**src/rtl/ahb_bridge_pkg.sv**
```systemverilog
// Shared definitions for the AHB-to-APB bridge: AHB transfer/response codes
// and the error-response FSM state type.
package ahb_bridge_pkg;

  localparam logic [1:0] HtransIdle   = 2'b00;
  localparam logic [1:0] HtransBusy   = 2'b01;
  localparam logic [1:0] HtransNonseq = 2'b10;
  localparam logic [1:0] HtransSeq    = 2'b11;

  localparam logic [1:0] HrespOkay  = 2'b00;
  localparam logic [1:0] HrespError = 2'b01;

  typedef enum logic [1:0] {
    StOk   = 2'b00,
    StErr1 = 2'b01,
    StErr2 = 2'b10
  } err_state_e;

endpackage

```
**src/rtl/ahb_slave_frontend_p_if.sv**
```systemverilog
// AHB-side bus bundle of the bridge front end; the slave modport is the
// front end's view, the master modport is the interconnect/controller view.
interface ahb_slave_frontend_p_if #(
  parameter int unsigned ADDR_W  = 32,
  parameter int unsigned DATA_W  = 32,
  parameter int unsigned NUM_SLV = 3
) ();

  logic              h_write;
  logic              h_readyin;
  logic [1:0]        h_trans;
  logic [ADDR_W-1:0] h_addr;
  logic [DATA_W-1:0] h_wdata;
  logic              h_readyout;
  logic [DATA_W-1:0] p_rdata;

  logic [DATA_W-1:0]  h_rdata;
  logic [1:0]         h_resp;
  logic               h_ready_o;
  logic               valid;
  logic [ADDR_W-1:0]  h_addr1;
  logic [ADDR_W-1:0]  h_addr2;
  logic [DATA_W-1:0]  h_wdata1;
  logic [DATA_W-1:0]  h_wdata2;
  logic               writereg;
  logic [NUM_SLV-1:0] tempsel;

  modport slave (
    input  h_write, h_readyin, h_trans, h_addr, h_wdata, h_readyout, p_rdata,
    output h_rdata, h_resp, h_ready_o, valid, h_addr1, h_addr2, h_wdata1, h_wdata2,
           writereg, tempsel
  );

  modport master (
    output h_write, h_readyin, h_trans, h_addr, h_wdata, h_readyout, p_rdata,
    input  h_rdata, h_resp, h_ready_o, valid, h_addr1, h_addr2, h_wdata1, h_wdata2,
           writereg, tempsel
  );

endinterface

```
**src/rtl/ahb_addr_decode.sv**
```systemverilog
// Maps an address onto NUM_SLV contiguous 2^SLV_AW regions starting at BASE_ADDR.
// Purely combinational; shared with the APB controller for PSEL generation.
module ahb_addr_decode #(
  parameter int unsigned       ADDR_W    = 32,
  parameter int unsigned       NUM_SLV   = 3,
  parameter logic [ADDR_W-1:0] BASE_ADDR = 32'h8000_0000,
  parameter int unsigned       SLV_AW    = 26
) (
  input  logic [ADDR_W-1:0]  addr_i,
  output logic               hit_o,
  output logic [NUM_SLV-1:0] sel_o
);

  // One extra bit so a map ending exactly at the top of the space does not wrap.
  localparam int unsigned     ExtW  = ADDR_W + 1;
  localparam logic [ExtW-1:0] Base  = {1'b0, BASE_ADDR};
  localparam logic [ExtW-1:0] Limit = Base + (ExtW'(NUM_SLV) << SLV_AW);

  logic [ExtW-1:0] addr_ext;
  logic [ExtW-1:0] region;

  always_comb begin
    addr_ext = {1'b0, addr_i};
    region   = (addr_ext - Base) >> SLV_AW;
    hit_o    = (addr_ext >= Base) && (addr_ext < Limit);
    sel_o    = '0;
    for (int unsigned i = 0; i < NUM_SLV; i++) begin
      if (hit_o && (region == ExtW'(i))) begin
        sel_o[i] = 1'b1;
      end
    end
  end

endmodule

```
**src/rtl/ahb_slave_frontend_p.sv**
```systemverilog
// AHB front end of the AHB-to-APB bridge: qualifies and decodes transfers,
// pipelines address/data/direction and issues the two-cycle ERROR response.
module ahb_slave_frontend_p #(
  parameter int unsigned       ADDR_W    = 32,
  parameter int unsigned       DATA_W    = 32,
  parameter int unsigned       NUM_SLV   = 3,
  parameter logic [ADDR_W-1:0] BASE_ADDR = 32'h8000_0000,
  parameter int unsigned       SLV_AW    = 26
) (
  input logic                   h_clk,
  input logic                   h_reset,
  ahb_slave_frontend_p_if.slave bus
);
  import ahb_bridge_pkg::*;

  logic       hit;
  logic       active;
  logic       unmapped;
  err_state_e state_q, state_d;

  logic [ADDR_W-1:0] addr1_q, addr1_d, addr2_q, addr2_d;
  logic [DATA_W-1:0] wdata1_q, wdata1_d, wdata2_q, wdata2_d;
  logic              write_q, write_d;

  ahb_addr_decode #(
    .ADDR_W   (ADDR_W),
    .NUM_SLV  (NUM_SLV),
    .BASE_ADDR(BASE_ADDR),
    .SLV_AW   (SLV_AW)
  ) u_decode (
    .addr_i(bus.h_addr),
    .hit_o (hit),
    .sel_o (bus.tempsel)
  );

  always_comb begin
    active   = bus.h_readyin && bus.h_trans[1];
    unmapped = active && !hit;
    state_d  = StOk;
    unique case (state_q)
      StOk:    state_d = unmapped ? StErr1 : StOk;
      StErr1:  state_d = StErr2;
      // A new unmapped phase in the second error cycle restarts the response.
      StErr2:  state_d = unmapped ? StErr1 : StOk;
      default: state_d = StOk;
    endcase
  end

  // Pipeline advances only when the APB side is ready; otherwise it holds.
  always_comb begin
    addr1_d  = addr1_q;
    addr2_d  = addr2_q;
    wdata1_d = wdata1_q;
    wdata2_d = wdata2_q;
    write_d  = write_q;
    if (bus.h_readyout) begin
      addr1_d  = bus.h_addr;
      addr2_d  = addr1_q;
      wdata1_d = bus.h_wdata;
      wdata2_d = wdata1_q;
      write_d  = bus.h_write;
    end
  end

  always_ff @(posedge h_clk or negedge h_reset) begin
    if (!h_reset) begin
      state_q  <= StOk;
      addr1_q  <= '0;
      addr2_q  <= '0;
      wdata1_q <= '0;
      wdata2_q <= '0;
      write_q  <= 1'b0;
    end else begin
      state_q  <= state_d;
      addr1_q  <= addr1_d;
      addr2_q  <= addr2_d;
      wdata1_q <= wdata1_d;
      wdata2_q <= wdata2_d;
      write_q  <= write_d;
    end
  end

  always_comb begin
    bus.valid     = active && hit;
    bus.h_rdata   = bus.p_rdata;
    bus.h_addr1   = addr1_q;
    bus.h_addr2   = addr2_q;
    bus.h_wdata1  = wdata1_q;
    bus.h_wdata2  = wdata2_q;
    bus.writereg  = write_q;
    bus.h_resp    = (state_q == StOk) ? HrespOkay : HrespError;
    bus.h_ready_o = (state_q == StErr1) ? 1'b0 :
                    (state_q == StErr2) ? 1'b1 : bus.h_readyout;
  end

endmodule

```
**src/flat_wrapper.sv**
```systemverilog
// flat-port wrapper written by rule: the top's interface ports become plain ports
module ahb_slave_frontend_p_flat import ahb_bridge_pkg::*;
#(
  parameter int unsigned       ADDR_W    = 32,
  parameter int unsigned       DATA_W    = 32,
  parameter int unsigned       NUM_SLV   = 3,
  parameter logic [ADDR_W-1:0] BASE_ADDR = 32'h8000_0000,
  parameter int unsigned       SLV_AW    = 26
)
  (h_clk, h_reset, bus_h_write, bus_h_readyin, bus_h_trans, bus_h_addr, bus_h_wdata, bus_h_readyout, bus_p_rdata, bus_h_rdata, bus_h_resp, bus_h_ready_o, bus_valid, bus_h_addr1, bus_h_addr2, bus_h_wdata1, bus_h_wdata2, bus_writereg, bus_tempsel);
  ahb_slave_frontend_p_if #(.ADDR_W(ADDR_W), .DATA_W(DATA_W), .NUM_SLV(NUM_SLV)) bus_i ();
  input logic h_clk;
  input logic h_reset;
  input wire logic [$bits(bus_i.h_write)-1:0] bus_h_write;
  input wire logic [$bits(bus_i.h_readyin)-1:0] bus_h_readyin;
  input wire logic [$bits(bus_i.h_trans)-1:0] bus_h_trans;
  input wire logic [$bits(bus_i.h_addr)-1:0] bus_h_addr;
  input wire logic [$bits(bus_i.h_wdata)-1:0] bus_h_wdata;
  input wire logic [$bits(bus_i.h_readyout)-1:0] bus_h_readyout;
  input wire logic [$bits(bus_i.p_rdata)-1:0] bus_p_rdata;
  output wire logic [$bits(bus_i.h_rdata)-1:0] bus_h_rdata;
  output wire logic [$bits(bus_i.h_resp)-1:0] bus_h_resp;
  output wire logic [$bits(bus_i.h_ready_o)-1:0] bus_h_ready_o;
  output wire logic [$bits(bus_i.valid)-1:0] bus_valid;
  output wire logic [$bits(bus_i.h_addr1)-1:0] bus_h_addr1;
  output wire logic [$bits(bus_i.h_addr2)-1:0] bus_h_addr2;
  output wire logic [$bits(bus_i.h_wdata1)-1:0] bus_h_wdata1;
  output wire logic [$bits(bus_i.h_wdata2)-1:0] bus_h_wdata2;
  output wire logic [$bits(bus_i.writereg)-1:0] bus_writereg;
  output wire logic [$bits(bus_i.tempsel)-1:0] bus_tempsel;
  assign bus_i.h_write = bus_h_write;
  assign bus_i.h_readyin = bus_h_readyin;
  assign bus_i.h_trans = bus_h_trans;
  assign bus_i.h_addr = bus_h_addr;
  assign bus_i.h_wdata = bus_h_wdata;
  assign bus_i.h_readyout = bus_h_readyout;
  assign bus_i.p_rdata = bus_p_rdata;
  assign bus_h_rdata = bus_i.h_rdata;
  assign bus_h_resp = bus_i.h_resp;
  assign bus_h_ready_o = bus_i.h_ready_o;
  assign bus_valid = bus_i.valid;
  assign bus_h_addr1 = bus_i.h_addr1;
  assign bus_h_addr2 = bus_i.h_addr2;
  assign bus_h_wdata1 = bus_i.h_wdata1;
  assign bus_h_wdata2 = bus_i.h_wdata2;
  assign bus_writereg = bus_i.writereg;
  assign bus_tempsel = bus_i.tempsel;
  ahb_slave_frontend_p #(.ADDR_W(ADDR_W), .DATA_W(DATA_W), .NUM_SLV(NUM_SLV), .BASE_ADDR(BASE_ADDR), .SLV_AW(SLV_AW)) u_core (.h_clk(h_clk), .h_reset(h_reset), .bus(bus_i));
endmodule
```
**config.mk**
```make
export PLATFORM = sky130hd
export DESIGN_NAME = ahb_slave_frontend_p_flat
export DESIGN_NICKNAME = d
export VERILOG_FILES = /design/src/rtl/ahb_bridge_pkg.sv /design/src/rtl/ahb_slave_frontend_p_if.sv /design/src/rtl/ahb_addr_decode.sv /design/src/rtl/ahb_slave_frontend_p.sv /design/src/flat_wrapper.sv
export SDC_FILE = /design/constraint.sdc
export NUM_CORES = 1
export LEC_CHECK = 0
export ABC_CLOCK_PERIOD_IN_PS = 1200
export CAP_MARGIN = 20
export CORE_UTILIZATION = 35
export CTS_BUF_LIST = sky130_fd_sc_hd__clkbuf_16
export DETAILED_ROUTE_END_ITERATION = 16
export PLACE_DENSITY = 0.75
export SLEW_MARGIN = 20
export SYNTH_ARGS = -nofsm -noshare
export SYNTH_HDL_FRONTEND = slang
export SYNTH_SLANG_ARGS = --single-unit
```
**constraint.sdc**
```tcl
create_clock -name h_clk -period 1.2 [get_ports h_clk]
set_input_delay 0.24 -clock h_clk [delete_from_list [all_inputs] [get_ports h_clk]]
set_output_delay 0.24 -clock h_clk [all_outputs]
set_load 0.02 [all_outputs]
```
# Yosys cells after proc, flatten, opt, wreduce, memory -nomap -nowiden
# Cells that the tools add are included.
# Widths: inputs -> output; s select.
# totals
out_inout_bits	168
reg_bits	131
# classes
addsub	1
eq_ne	4
reduce_logical	11
magnitude_cmp	2
n_mux	8
# op_table
cell	n
$logic_not 33->1	1
$sub 32x32->33 const B	1
$ge 32x32->1 const B	1
$lt 32x32->1 const B	1
$eq 7x1->1 const B	1
$eq 7x2->1 const B	1
$logic_and 1x1->1	7
$mux 1	7
$pmux 2 s2	1
$eq 2x1->1 const B	1
$eq 2x2->1 const B	1
$logic_not 2->1	1
$reduce_or 2->1	1
$logic_not 1->1	1

# Logic depth before layout (Yosys ltp)
# logic_depth
ltp_word	6
depth_mapped	3

# By module
# Synthesis repeated with hierarchy kept, for this count alone.
# hier_totals
cells_unflattened	320
area_unflattened_um2	5171.2
# by_module_without_submodules
mod	instances	seq_area_each_um2	cells_per_inst	area_each_um2
ahb_slave_frontend_p	1	3278.1	315	5122.4
ahb_addr_decode	1	0.0	5	48.8

# Worst setup path before layout
# OpenSTA, ideal clock, no wires.
# synth_timing
path_type	input port to output port
startpoint	in bus_h_addr[30]
endpoint	out bus_tempsel[0]
arrival_time_ps	1278
t_required_ps	960
path_slack_ps	-318
cell_stages	2
path_cell_list	or4b_4 nor3_1
# synth_between
elab_chain_cells	4
word_cells_on_any_way	7
classes_between	add/sub (1); order compare (2); mux (1); reduce/logical (3)
# synth_lines
element	line_no	rtl
start: declaration	flat_wrapper.sv:17	input wire logic [$bits(bus_i.h_addr)-1:0] bus_h_addr;
$sub 32x32->33, or another cell as far along	ahb_addr_decode.sv:24	region = (addr_ext - Base) >> SLV_AW;
$logic_not 33->1 / $logic_and 1x1->1 (equally long branches)	ahb_addr_decode.sv:28, ahb_addr_decode.sv:25	
$logic_and 1x1->1 (*)	ahb_addr_decode.sv:28	if (hit_o && (region == ExtW'(i))) begin
$mux 1 (*)	ahb_addr_decode.sv:28	
end: declaration	flat_wrapper.sv:30	output wire logic [$bits(bus_i.tempsel)-1:0] bus_tempsel;
# Mark *: on every way between the ends. The rest lies on a longest branch, timed or not.

# Worst setup path after layout
# layout_timing
startpoint	in bus_h_addr[30]
endpoint	out bus_tempsel[2]
# layout_between
elab_chain_cells	4
word_cells_on_any_way	7
classes_between	add/sub (1); order compare (2); eq/ne (1); mux (1); reduce/logical (2)
# layout_lines
element	line_no
$sub 32x32->33, or another cell as far along	ahb_addr_decode.sv:24
$eq 7x2->1 / $logic_and 1x1->1 (equally long branches)	ahb_addr_decode.sv:28, ahb_addr_decode.sv:25
$logic_and 1x1->1 (*)	ahb_addr_decode.sv:28
$mux 1 (*)	ahb_addr_decode.sv:28
# Marks and branches as above.

==> metrics <==
status=complete, but fails checks; failing checks=setup timing; Area contributors post-synth=dfrtp_1, mux2_2, buf_4, nor3b_2, buf_2; Syn Nets=approximately 420; H-tree depth=4; layout cells sized above 1=67.04%; synthesized area per cell=16.14 µm²; DR pass1 iterations=4; clock insertion delay at the later pin of the skew report=approximately 420 ps; HPWL after DPL=just under 9 mm; Yosys reg bits=about 130; initial antenna violation count=0; CTS tree=done; worst setup path end=bus_tempsel[2]; fin util=roughly three fifths; Reg clk slew, reported paths=50 ps; CTS Root Cell=clkbuf_16; Mapped Area=just over 5000 µm²; hold crit path type=in -> reg; Mapped Cells=between 300 and 400; worst-path cell chain=buf_6 -> or4b_4 -> nor3b_4 -> buf_6; first-pass GRT wire length=~19 mm; area of the die=roughly 15000 µm²; Die Y=roughly 120 µm; Vias=about 3700; Post-DRT Antenna Nets=0; synth cell count leaders=dfrtp_1, mux2_2, buf_4; Worst EP required=~960 ps; arrival time of the worst setup path=roughly 1300 ps; Cell variety after synth=15; CTS max path bufs=2; Synth area leader=dfrtp_1; grt ovf=0; worst flop-to-flop path startpoint=u_core.bus.h_wdata1[9]$_DFFE_PN0P_; CP Class=in -> out; proportion of synthesized flip-flops having asynchronous set or reset=100.0%; Fin. Hold Viols=0; die width=123.7 µm; Max Fclk=roughly 0.65 GHz; RePlAce Congestion=0.7259; via density per instance=4.550; worst reg2reg path endpoint=u_core.bus.h_wdata2[9]$_DFFE_PN0P_; CP Launch Point=bus_h_addr[30]; Layout area overhead=69.96%; top-count cell post-synth=dfrtp_1; RSZ-0062 raised after global routing=true; Yosys warnings=0; highest-delay cell along the critical path=or4b_4; reg2reg setup slack=~60 ps; Worst setup SP type=input port; CP max stage delay=610 ps; DRT iter0 DRCs=69; setup slack after layout=-349.8 ps; initial core utilization=35.78%; largest net degree at the start of global routing=44; Antenna Cells=0; Post-Place Cells=between 700 and 800; peak fanout along the critical path=4; r2r worst-path depth=4; most used cell along the critical path=buf_6; post-route clock skew=roughly 5.2 ps; CORE AREA=about 14000 µm²; total track usage=about 17%; Layout Nets=715; Port-buffer cells=a little over 200; num rows=44; Final Critical Period=approximately 1500 ps; Non-Filler Instances=just over 800; Avg WL per Cell=15.99 µm; ys flop type=dfrtp_1; clk sinks=approximately 130; Tot Pwr=approximately 14 mW; Slew Limit Fails=0; Critical Path End Type=primary output; # DRC=0; leak pwr=approximately 4 nW; final period utilization=129.1%; post-synthesis sequential area ratio=a little over three fifths; vias in the first global route=approximately 3800; I/O pin count=between 200 and 300; post-synth top area share=between 60 and 70%; Setup Viol. Count Final=15; Routed WL=approximately 13 mm; power per cell area=~1600 nW/µm²; cts bufs inserted=17; Worst VDD drop=~1.1 mV; max-cap violation count=0; Post-synth EDFFs=0
state kept, by name, summed over array words and instances (netlist names):
| signal | flops |
|---|---|
| u_core.bus.h_wdata2 | 32 |
| u_core.bus.h_addr1 | 32 |
| u_core.state_q | 2 |
| u_core.bus.h_wdata1 | 32 |
| u_core.bus.writereg | 1 |
| u_core.bus.h_addr2 | 32 |
logic make-up after synthesis:
kind of cell               after synthesis  synth area share (%)
muxes                                  129                 28.04
AOI/OAI and AO/OA                        1                0.1449
adders and majority gates                1                0.1932
other                                    1               0.07238
DFF                                    131                 63.27
and+or+nand+nor                         10                 1.594
buffers and inverters                   48                 6.689
per-stage QoR:
step	setup TNS, ps	instance area (µm²)	hold slack (ps)	worst slack, ps
5_1_grt	-4978	8806	43.91	-387.2
4_1_cts	-2792	8562	45.21	-369.0
6_report	-1927	8806	66.01	-349.8
2_1_floorplan	-669.6	5206	-55.59	-174.7
3_3_place_gp	-12830	7551	155.9	-1205
3_5_place_dp	-14040	7551	153.5	-1233
repair_timing:
action                                  CTS  global route
endpoints found under the hold margin    15             0
pin swaps                                 3             3
setup buffers                            39            29
endpoints found under the setup margin  135           134
gates resized for setup                 821             8
hold buffers                              1             0
layout by cell type, fill, tap and decap left out, types with 3 or more instances in the layout:
| cell type | count |
|---|---|
| buf_6 | 136 |
| dfrtp_1 | 131 |
| mux2_2 | 129 |
| buf_4 | 111 |
| clkdlybuf4s50_1 | 63 |
| clkbuf_16 | 17 |
| buf_12 | 6 |
| clkinv_2 | 5 |
| nor3b_4 | 3 |
| bufinv_16 | 3 |
| clkinv_1 | 3 |
worst min-delay path by stage:
stage | startpoint | to | slack, ps | cells after the start
6_report | bus_h_addr[30] | u_core.bus.h_addr1[30]$_DFFE_PN0P_ | 70 | 2
5_1_grt | bus_h_addr[30] | u_core.bus.h_addr1[30]$_DFFE_PN0P_ | 40 | 2
4_1_cts | bus_h_addr[30] | u_core.bus.h_addr1[30]$_DFFE_PN0P_ | 50 | 2
3_5_place_dp | h_reset | u_core.bus.writereg$_DFFE_PN0P_ | 150 | 1
3_3_place_gp | h_reset | u_core.bus.h_addr1[24]$_DFFE_PN0P_ | 160 | 1
2_1_floorplan | h_reset | u_core.bus.h_addr1[0]$_DFFE_PN0P_ | -60 | 0
routing by layer:
metal	wire length [µm]	vias to the layer above	global-route usage (%)
met1	4812	1819	17.92
met2	6576	150	27.40
li1	-	1674	-
met5	0	-	0
met3	1237	38	7.372
met4	310	0	8.584
area by class of cell:
type,instances,area (µm²)
inverter,1,3.754
clock inverter,15,148.9
multi-input combinational,142,1584
fill,1069,5673
tap,184,230.2
clock buffer,17,425.4
timing repair buffer,319,3136
sequential,131,3278
worst max-delay path: cells and delay by family:
kind | cells | cell delay, ps
buf+inv | 2 | 240
simple gates | 2 | 830
power by group:
group	switching, mW	total (mW)	internal (mW)
Sequential	0.419	5.39	4.97
Combinational	1.49	3.66	2.17
Clock	1.83	5.03	3.20
Note: power is estimated with default switching activity, not from simulation.
